===== src/rtl/bank_arb_pkg.sv =====
// Shared constants and the read-tracking record for the bank RAM arbiter.
package bank_arb_pkg;

  localparam int unsigned NUM_BANKS  = 5;
  localparam int unsigned BANK_SEL_W = $clog2(NUM_BANKS);
  localparam int unsigned RD_LATENCY = 2;

  typedef struct packed {
    logic                  valid;
    logic [BANK_SEL_W-1:0] bank;
  } rd_track_t;

endpackage


===== src/rtl/rr_arbiter.sv =====
// Round-robin arbiter with one-hot grant; the pointer remembers the last winner.
module rr_arbiter #(
  parameter int unsigned N = 3
) (
  input  logic         clk,
  input  logic         rst,
  input  logic [N-1:0] req,
  output logic [N-1:0] gnt
);

  localparam int unsigned PW = (N > 1) ? $clog2(N) : 1;

  logic [PW-1:0] ptr_q, ptr_d;

  always_comb begin
    logic          found;
    logic [PW-1:0] idx;
    gnt   = '0;
    ptr_d = ptr_q;
    found = 1'b0;
    idx   = '0;
    // Search starts just after the previous winner.
    for (int unsigned i = 1; i <= N; i++) begin
      idx = PW'((32'(ptr_q) + i) % N);
      if (!found && req[idx]) begin
        found    = 1'b1;
        gnt[idx] = 1'b1;
        ptr_d    = idx;
      end
    end
  end

  always_ff @(posedge clk or posedge rst) begin
    if (rst) begin
      ptr_q <= PW'(N - 1);
    end else begin
      ptr_q <= ptr_d;
    end
  end

endmodule


===== src/rtl/bank_ram_arbiter.sv =====
// Per-bank round-robin access to the banked RAM with read-latency tracking and
// routing of read data back to the issuing requester. err_oob is registered.
module bank_ram_arbiter
  import bank_arb_pkg::*;
#(
  parameter int unsigned NUM_REQ    = 3,
  parameter int unsigned ADDR_WIDTH = 10,
  parameter int unsigned DATA_WIDTH = 64
) (
  input  logic                            clk,
  input  logic                            rst,
  input  logic [NUM_REQ-1:0]              req_valid,
  output logic [NUM_REQ-1:0]              req_ready,
  input  logic [NUM_REQ*BANK_SEL_W-1:0]   req_bank,
  input  logic [NUM_REQ-1:0]              req_we,
  input  logic [NUM_REQ*ADDR_WIDTH-1:0]   req_addr,
  input  logic [NUM_REQ*DATA_WIDTH-1:0]   req_wdata,
  output logic [NUM_REQ-1:0]              rsp_valid,
  output logic [NUM_REQ*DATA_WIDTH-1:0]   rsp_data,
  output logic [NUM_REQ-1:0]              err_oob,
  output logic [NUM_BANKS-1:0]            bank_en,
  output logic [NUM_BANKS-1:0]            bank_we,
  output logic [NUM_BANKS*ADDR_WIDTH-1:0] bank_addr,
  output logic [NUM_BANKS*DATA_WIDTH-1:0] bank_wdata,
  input  logic [NUM_BANKS*DATA_WIDTH-1:0] bank_rdata
);

  logic [BANK_SEL_W-1:0] sel   [NUM_REQ];
  logic [NUM_REQ-1:0]    oob;
  logic [NUM_REQ-1:0]    cand  [NUM_BANKS];
  logic [NUM_REQ-1:0]    gnt   [NUM_BANKS];
  logic [DATA_WIDTH-1:0] rdata [NUM_BANKS];
  rd_track_t             push  [NUM_REQ];
  rd_track_t             trk_q [NUM_REQ][RD_LATENCY];
  logic [DATA_WIDTH-1:0] data_q [NUM_REQ];

  always_comb begin
    for (int unsigned r = 0; r < NUM_REQ; r++) begin
      sel[r] = req_bank[r*BANK_SEL_W +: BANK_SEL_W];
      oob[r] = req_valid[r] && (32'(sel[r]) >= NUM_BANKS);
    end
    for (int unsigned b = 0; b < NUM_BANKS; b++) begin
      rdata[b] = bank_rdata[b*DATA_WIDTH +: DATA_WIDTH];
      for (int unsigned r = 0; r < NUM_REQ; r++) begin
        cand[b][r] = req_valid[r] && !oob[r] && (32'(sel[r]) == b);
      end
    end
  end

  for (genvar b = 0; b < NUM_BANKS; b++) begin : g_bank
    rr_arbiter #(
      .N(NUM_REQ)
    ) u_arb (
      .clk(clk),
      .rst(rst),
      .req(cand[b]),
      .gnt(gnt[b])
    );
  end

  // Grant implies valid, so a grant is a handshake and drives the bank directly.
  always_comb begin
    req_ready  = oob;
    bank_en    = '0;
    bank_we    = '0;
    bank_addr  = '0;
    bank_wdata = '0;
    for (int unsigned r = 0; r < NUM_REQ; r++) begin
      push[r] = '0;
    end
    for (int unsigned b = 0; b < NUM_BANKS; b++) begin
      for (int unsigned r = 0; r < NUM_REQ; r++) begin
        if (gnt[b][r]) begin
          req_ready[r]                            = 1'b1;
          bank_en[b]                              = 1'b1;
          bank_we[b]                              = req_we[r];
          bank_addr[b*ADDR_WIDTH +: ADDR_WIDTH]   = req_addr[r*ADDR_WIDTH +: ADDR_WIDTH];
          bank_wdata[b*DATA_WIDTH +: DATA_WIDTH]  = req_wdata[r*DATA_WIDTH +: DATA_WIDTH];
          if (!req_we[r]) begin
            push[r].valid = 1'b1;
            push[r].bank  = BANK_SEL_W'(b);
          end
        end
      end
    end
  end

  always_ff @(posedge clk or posedge rst) begin
    if (rst) begin
      err_oob <= '0;
      for (int unsigned r = 0; r < NUM_REQ; r++) begin
        data_q[r] <= '0;
        for (int unsigned s = 0; s < RD_LATENCY; s++) begin
          trk_q[r][s] <= '0;
        end
      end
    end else begin
      err_oob <= oob;
      for (int unsigned r = 0; r < NUM_REQ; r++) begin
        trk_q[r][0] <= push[r];
        for (int unsigned s = 1; s < RD_LATENCY; s++) begin
          trk_q[r][s] <= trk_q[r][s-1];
        end
        if (trk_q[r][RD_LATENCY-1].valid) begin
          data_q[r] <= rdata[trk_q[r][RD_LATENCY-1].bank];
        end
      end
    end
  end

  // The tail entry lines up with the cycle bank_rdata carries its data.
  always_comb begin
    for (int unsigned r = 0; r < NUM_REQ; r++) begin
      rsp_valid[r] = trk_q[r][RD_LATENCY-1].valid;
      rsp_data[r*DATA_WIDTH +: DATA_WIDTH] = trk_q[r][RD_LATENCY-1].valid ?
          rdata[trk_q[r][RD_LATENCY-1].bank] : data_q[r];
    end
  end

endmodule


===== config.mk =====
export PLATFORM = sky130hd
export DESIGN_NAME = bank_ram_arbiter
export DESIGN_NICKNAME = d
export VERILOG_FILES = /design/src/rtl/bank_arb_pkg.sv /design/src/rtl/rr_arbiter.sv /design/src/rtl/bank_ram_arbiter.sv
export SDC_FILE = /design/constraint.sdc
export NUM_CORES = 1
export LEC_CHECK = 0
export CORE_AREA = 2 2 438 440
export DETAILED_ROUTE_END_ITERATION = 10
export DIE_AREA = 0 0 440 442
export GPL_ROUTABILITY_DRIVEN = 0
export SYNTH_ARGS = -nofsm -noshare
export SYNTH_HDL_FRONTEND = slang
export SYNTH_SLANG_ARGS = --single-unit

===== constraint.sdc =====
create_clock -name clk -period 12.4 [get_ports clk]
set_clock_uncertainty 0.05 [all_clocks]
set_input_delay 3.1 -clock clk [delete_from_list [all_inputs] [get_ports clk]]
set_output_delay 3.1 -clock clk [all_outputs]
set_load 0.01 [all_outputs]

Word level (Yosys, flattened, before mapping)
Index checks and enable logic that the tools add are counted.
{ "word_totals": {"reg_bits": 229, "inputBits": 559, "wordCells": 396} }
{ "classes": {"muxes": 217, "div_mod_pow": 15, "n_reduce_logical": 67, "n_lt_le_gt_ge": 36, "bitwise_logic": 13, "add_sub_neg": 15, "eq_ne": 12} }
{ "ops": {"columns": ["op", "count"], "rows": [
  ["$mux W64", 24],
  ["$bmux W64 S3", 3],
  ["$mod A32 B2 Y32 const B", 15],
  ["$mux W10", 15],
  ["$mux W4", 30],
  ["$mux W1", 85],
  ["$logic_and A1 B1 Y1", 46],
  ["$lt A2 B3 Y1 const B", 15],
  ["$mux W3", 15],
  ["$add A2 B2 Y3 const B", 10],
  ["$bmux W1 S2", 15],
  ["$demux W1 S2", 15],
  ["$ge A2 B1 Y1 const B", 15],
  ["$mux W2", 15],
  ["$or A3 B3 Y3", 10],
  ["$eq A3 B2 Y1 const B", 6],
  ["$add A2 B1 Y3 const B", 5],
  ["$reduce_bool A3 Y1", 5],
  ["$logic_not A1 Y1", 13],
  ["$ge A4 B4 Y1 const B", 3],
  ["$not A3 Y4", 3],
  ["$eq A3 B1 Y1 const B", 3],
  ["$eq A3 B3 Y1 const B", 3],
  ["$ge A3 B3 Y1 const B", 3],
  ["$logic_not A3 Y1", 3]
]} }

Longest topological paths before layout
{ "depth": {"depth_word": 23, "depth_mapped": 13} }

Cells and area by module
From an unflattened synthesis, not the netlist that was laid out.
{ "unflattened": {"hier_cells": 3049, "hier_area_um2": 24449.7} }
{ "by_module_without_submodules": {"columns": ["mod", "instances", "cells_per_inst", "area_per_inst_um2"], "rows": [
  ["bank_ram_arbiter", 1, 2779, 22429.0],
  ["rr_arbiter", 5, 54, 404.1]
]} }

Worst setup path after synthesis
OpenSTA, ideal clock, no wires.
{ "synth_timing": {"path_kind": "input port to output port", "from": "input req_valid[2]", "to": "output bank_addr[43]", "t_required_ns": 9.250, "path_slack_ns": 4.049, "cell_stages": 12, "arrival_time_ns": 5.201, "n_path_buf": 5, "path_cell_list": "clkbuf_1 > nor4bb_1 > buf_2 > or4b_1 > a31oi_1 > o21a_1 > a311o_1 > buf_2 > buf_4 > buf_2 > nand3_1 > a31oi_1"} }
{ "synth_via": {"elab_chain_cells": 16} }
{ "synth_lines": {"columns": ["element", "line_no", "source"], "rows": [
  ["start: declaration", "bank_ram_arbiter.sv:12", "input logic [NUM_REQ-1:0] req_valid,"],
  ["$logic_and A1 B1 Y1", "bank_ram_arbiter.sv:40", "oob[r] = req_valid[r] && (32'(sel[r]) >= NUM_BANKS);"],
  ["$logic_not A1 Y1", "bank_ram_arbiter.sv:45", "cand[b][r] = req_valid[r] && !oob[r] && (32'(sel[r]) == b);"],
  ["$logic_and A1 B1 Y1 * (2 in a row)", "bank_ram_arbiter.sv:45", null],
  ["$bmux W1 S2", "rr_arbiter.sv:25", "if (!found && req[idx]) begin"],
  ["$mux W1 (not written as such)", "rr_arbiter.sv:25", null],
  ["$mux W1", "rr_arbiter.sv:25", null],
  ["$logic_not A1 Y1", "rr_arbiter.sv:25", null],
  ["$logic_and A1 B1 Y1", "rr_arbiter.sv:25", null],
  ["$mux W1", "rr_arbiter.sv:25", null],
  ["$logic_not A1 Y1", "rr_arbiter.sv:25", null],
  ["$logic_and A1 B1 Y1", "rr_arbiter.sv:25", null],
  ["$mux W3 *", "rr_arbiter.sv:25", null],
  ["$mux W10 (2 in a row)", "bank_ram_arbiter.sv:73", "if (gnt[b][r]) begin"],
  ["$mux W10 *", "bank_ram_arbiter.sv:73", null],
  ["end: declaration", "bank_ram_arbiter.sv:23", "output logic [NUM_BANKS*ADDR_WIDTH-1:0] bank_addr,"]
]} }
Mark *: on every way between the ends. The rest lies on a longest branch, timed or not. The select of a mux whose other input is x is not followed.

Worst setup path after layout
{ "layout_timing": {"from": "input req_bank[5]", "to": "output bank_wdata[199]"} }
{ "layout_via": {"elab_chain_cells": 17} }
{ "layout_lines": {"columns": ["element", "line_no", "source"], "rows": [
  ["start: declaration", "bank_ram_arbiter.sv:14", "input logic [NUM_REQ*BANK_SEL_W-1:0] req_bank,"],
  ["$ge A3 B3 Y1", "bank_ram_arbiter.sv:40", null],
  ["$logic_and A1 B1 Y1", "bank_ram_arbiter.sv:40", null],
  ["$logic_not A1 Y1", "bank_ram_arbiter.sv:45", null],
  ["$logic_and A1 B1 Y1", "bank_ram_arbiter.sv:45", null],
  ["$logic_and A1 B1 Y1 *", "bank_ram_arbiter.sv:45", null],
  ["$bmux W1 S2", "rr_arbiter.sv:25", null],
  ["$mux W1 (not written as such)", "rr_arbiter.sv:25", null],
  ["$mux W1", "rr_arbiter.sv:25", null],
  ["$logic_not A1 Y1", "rr_arbiter.sv:25", null],
  ["$logic_and A1 B1 Y1", "rr_arbiter.sv:25", null],
  ["$mux W1", "rr_arbiter.sv:25", null],
  ["$logic_not A1 Y1", "rr_arbiter.sv:25", null],
  ["$logic_and A1 B1 Y1", "rr_arbiter.sv:25", null],
  ["$mux W3 *", "rr_arbiter.sv:25", null],
  ["$mux W64 (2 in a row)", "bank_ram_arbiter.sv:73", null],
  ["$mux W64 *", "bank_ram_arbiter.sv:73", null],
  ["end: declaration", "bank_ram_arbiter.sv:24", "output logic [NUM_BANKS*DATA_WIDTH-1:0] bank_wdata,"]
]} }
Marked as above.

==> results.txt <==
Status -> finished clean
Setup Crit Path Kind -> in -> out
Cell area power density -> 192 nW/µm²
Sw Share -> 46.2%
Post-synthesis area per instance -> 7.86 µm²
Max clock buf depth -> 3
Share of layout cells above drive strength 1 -> 9.64%
Post-DRT Antenna Nets -> 0
Setup crit end kind -> output port
Met1 wire length -> 57800 µm
Core Area -> 190000 µm²
Root Buffer -> clkbuf_16
Crit path launch type -> input port
Most frequent cells after synthesis -> 699 x nor2_1, 253 x a21oi_1, 243 x nand2_1
CTS tree -> built
Postcts setup bufs -> 0
First-iteration detailed-routing DRC count -> 3604
Register bit count reported by yosys -> 229
WL met2 -> 87100 µm
Post-synth EDFFs -> 0
Fin area -> 38500 µm²
Highest metal used -> met5
Top-count cell post-synth -> nor2_1
Max Cap Viol -> 0
Largest net degree at the start of global routing -> 94
Clk_lat worst skew -> 0.62 ns
Setup_tns -> 0 ns
Post-route clock period utilization -> 85.8%
Cell Rows -> 160
Initial antenna violation count -> 44
Die width -> 440 µm
DP Area -> 37500 µm²
Slew @ Worst Pin -> 1.16 ns
Area Overhead vs Synth -> 65.2%
Global-route wire length before repair -> 239000 µm
CTS Buf Count -> 28
Gr ovfl total -> 0
Cell Area, Synth -> 23300 µm²
Reg2reg setup slack -> 8.62 ns
Fin. Hold Viols -> 0
Port Buffers -> 1139
Post_cts resized -> 0
I/O pins -> 1140
Met3 WL -> 16400 µm
Max Fanout on Critical Path -> 21
Min Clock Period, post-route -> 10.64 ns
Die Y -> 442 µm
Hold Buf Count CTS -> 0
Detailed-route via count -> 31200
Worst hold-check path type -> reg -> reg
Post-synth top flop -> dfrtp_1
Wirelength per Cell -> 27.2 µm
Total die area -> 194000 µm²
RSZ-0062 raised after global routing -> no
# DRC -> 0
Vias per cell -> 4.84
Area leader, netlist -> dfrtp_1
GR Util All Layers -> 17.0%
Yosys Warn Count -> 0
Total wire length -> 176000 µm
Hold slack -> 0.297 ns
Sequential area share after synthesis -> 24.6%
Worst EP arrival -> 7.49 ns
DPL Wire Length -> 130000 µm
Ys async rst share -> 100%
Initial Utilization -> 12.3%
Synth top area share -> 24.0%
Net switching power figure -> 0.00342 W
Cell count after synthesis -> 2968
Clock power frac -> 12.2%
VDD IR-drop max -> 0.122 mV
Peak Freq -> 94.0 MHz
Critical path required time -> 9.25 ns
P_int -> 0.00398 W
Sequential share of power -> 17.3%
Post-Synthesis Net Count -> 3547
Clk slew on worst S/H paths -> 0.06 ns
Max_slew headroom -> 22.7%
Slew Limit Fails -> 0
DR pass1 iterations -> 6
H-tree levels -> 1
CTS sink count -> 229
Vias in the first global route -> 30200
NumNets Final -> 4458
Static leakage -> 12.7 nW
Distinct cells, synth -> 77
Final setup violation count -> 0
Synth top area cells -> dfrtp_1 24%, mux4_2 19%, nor2_1 11%
Comb pwr share -> 70.5%
## flip-flops by register name, indices dropped and copies added, names as in the netlist
register,cells
g_bank.u_arb.ptr_q,10
data_q,192
rsp_valid,3
err_oob,3
trk_q,21
## worst paths after layout
kind                                   endpoint        start  depth (start not counted)
worst max-delay path            bank_wdata[199]  req_bank[5]                          9
max in group asynchronous          rsp_valid[1]          rst                          4
min in group asynchronous           data_q[185]          rst                          2
worst min register to register     rsp_valid[1]    trk_q[15]                          0
worst min-delay path               rsp_valid[1]    trk_q[15]                          0
worst max register to register      data_q[165]    trk_q[16]                          5
## power by group through the flow
stage	clock network, W	logic (W)	registers (W)
3_3_place_gp	0	0.00517	0.00129
4_1_cts	0.000945	0.00522	0.00129
6_report	0.000905	0.00521	0.00128
5_1_grt	0.000966	0.00550	0.00132
2_1_floorplan	0	0.00233	0.00118
3_5_place_dp	0	0.00519	0.00130
## routing by layer
layer	up-vias	track usage, %
met5	-	0
li1	13100	-
met2	2458	29.7
met3	545	3.86
met4	10	12.8
met1	15100	17.8
## cells by family after synthesis
group / Yosys count / synth area share [%]
simple gates: 1260 / 23.1
flops: 229 / 24.6
buf+inv: 361 / 6.61
fa+ha+maj: 20 / 1.07
compound gates: 900 / 25.8
mux: 198 / 18.8
## metrics by stage
step           total power (W)  utilization (%)  setup slack (ns)  instances
2_1_floorplan          0.00351                -              2.98       2968
3_3_place_gp           0.00646             19.8              1.78       6360
3_5_place_dp           0.00650             19.8              1.67       6360
4_1_cts                0.00745             20.3              1.66       6411
5_1_grt                0.00779             20.3              1.61       6436
6_report               0.00740             20.3              1.76       6443
## placed cells by master, fill, tap and decap left out, drive strengths merged, types with 6 or more instances in the layout
cell type / netlist / layout
o21a: 8 / 8
clkinv: 0 / 11
ha: 20 / 20
clkdlybuf4s50: 0 / 1139
clkbuf: 233 / 33
o21ai: 88 / 88
a221oi: 192 / 192
a21oi: 254 / 254
dfrtp: 224 / 224
o22ai: 8 / 8
nand3b: 11 / 11
or4b: 6 / 6
nand2b: 9 / 9
buf: 105 / 80
diode: 0 / 32
nand4bb: 8 / 8
nor3: 12 / 12
a31oi: 154 / 154
a22oi: 154 / 154
nor2: 700 / 700
nand3: 233 / 233
mux4: 192 / 192
inv: 23 / 22
nand2: 243 / 243
## worst max-delay path, cell delays in order
cell,delay [ns]
clkdlybuf4s50_1,0.66
nand4b_1,0.36
o22ai_1,0.18
or4_1,0.71
o311a_1,0.46
nor2_4,0.54
a22oi_1,0.16
o21ai_0,0.40
clkdlybuf4s50_1,0.92
## layout make-up
cell class                      instances  area (µm²)
Inverter                               23        95.1
Sequential cell                       229        5770
Fill cell                           21000      151000
Clock buffer                           33         739
Timing Repair Buffer                 1219       12300
Antenna cell                           32        80.1
Clock inverter                         18         226
Multi-Input combinational cell       2378       16200
Tap cell                             2511        3140
Power figures use the tool's default switching activity.
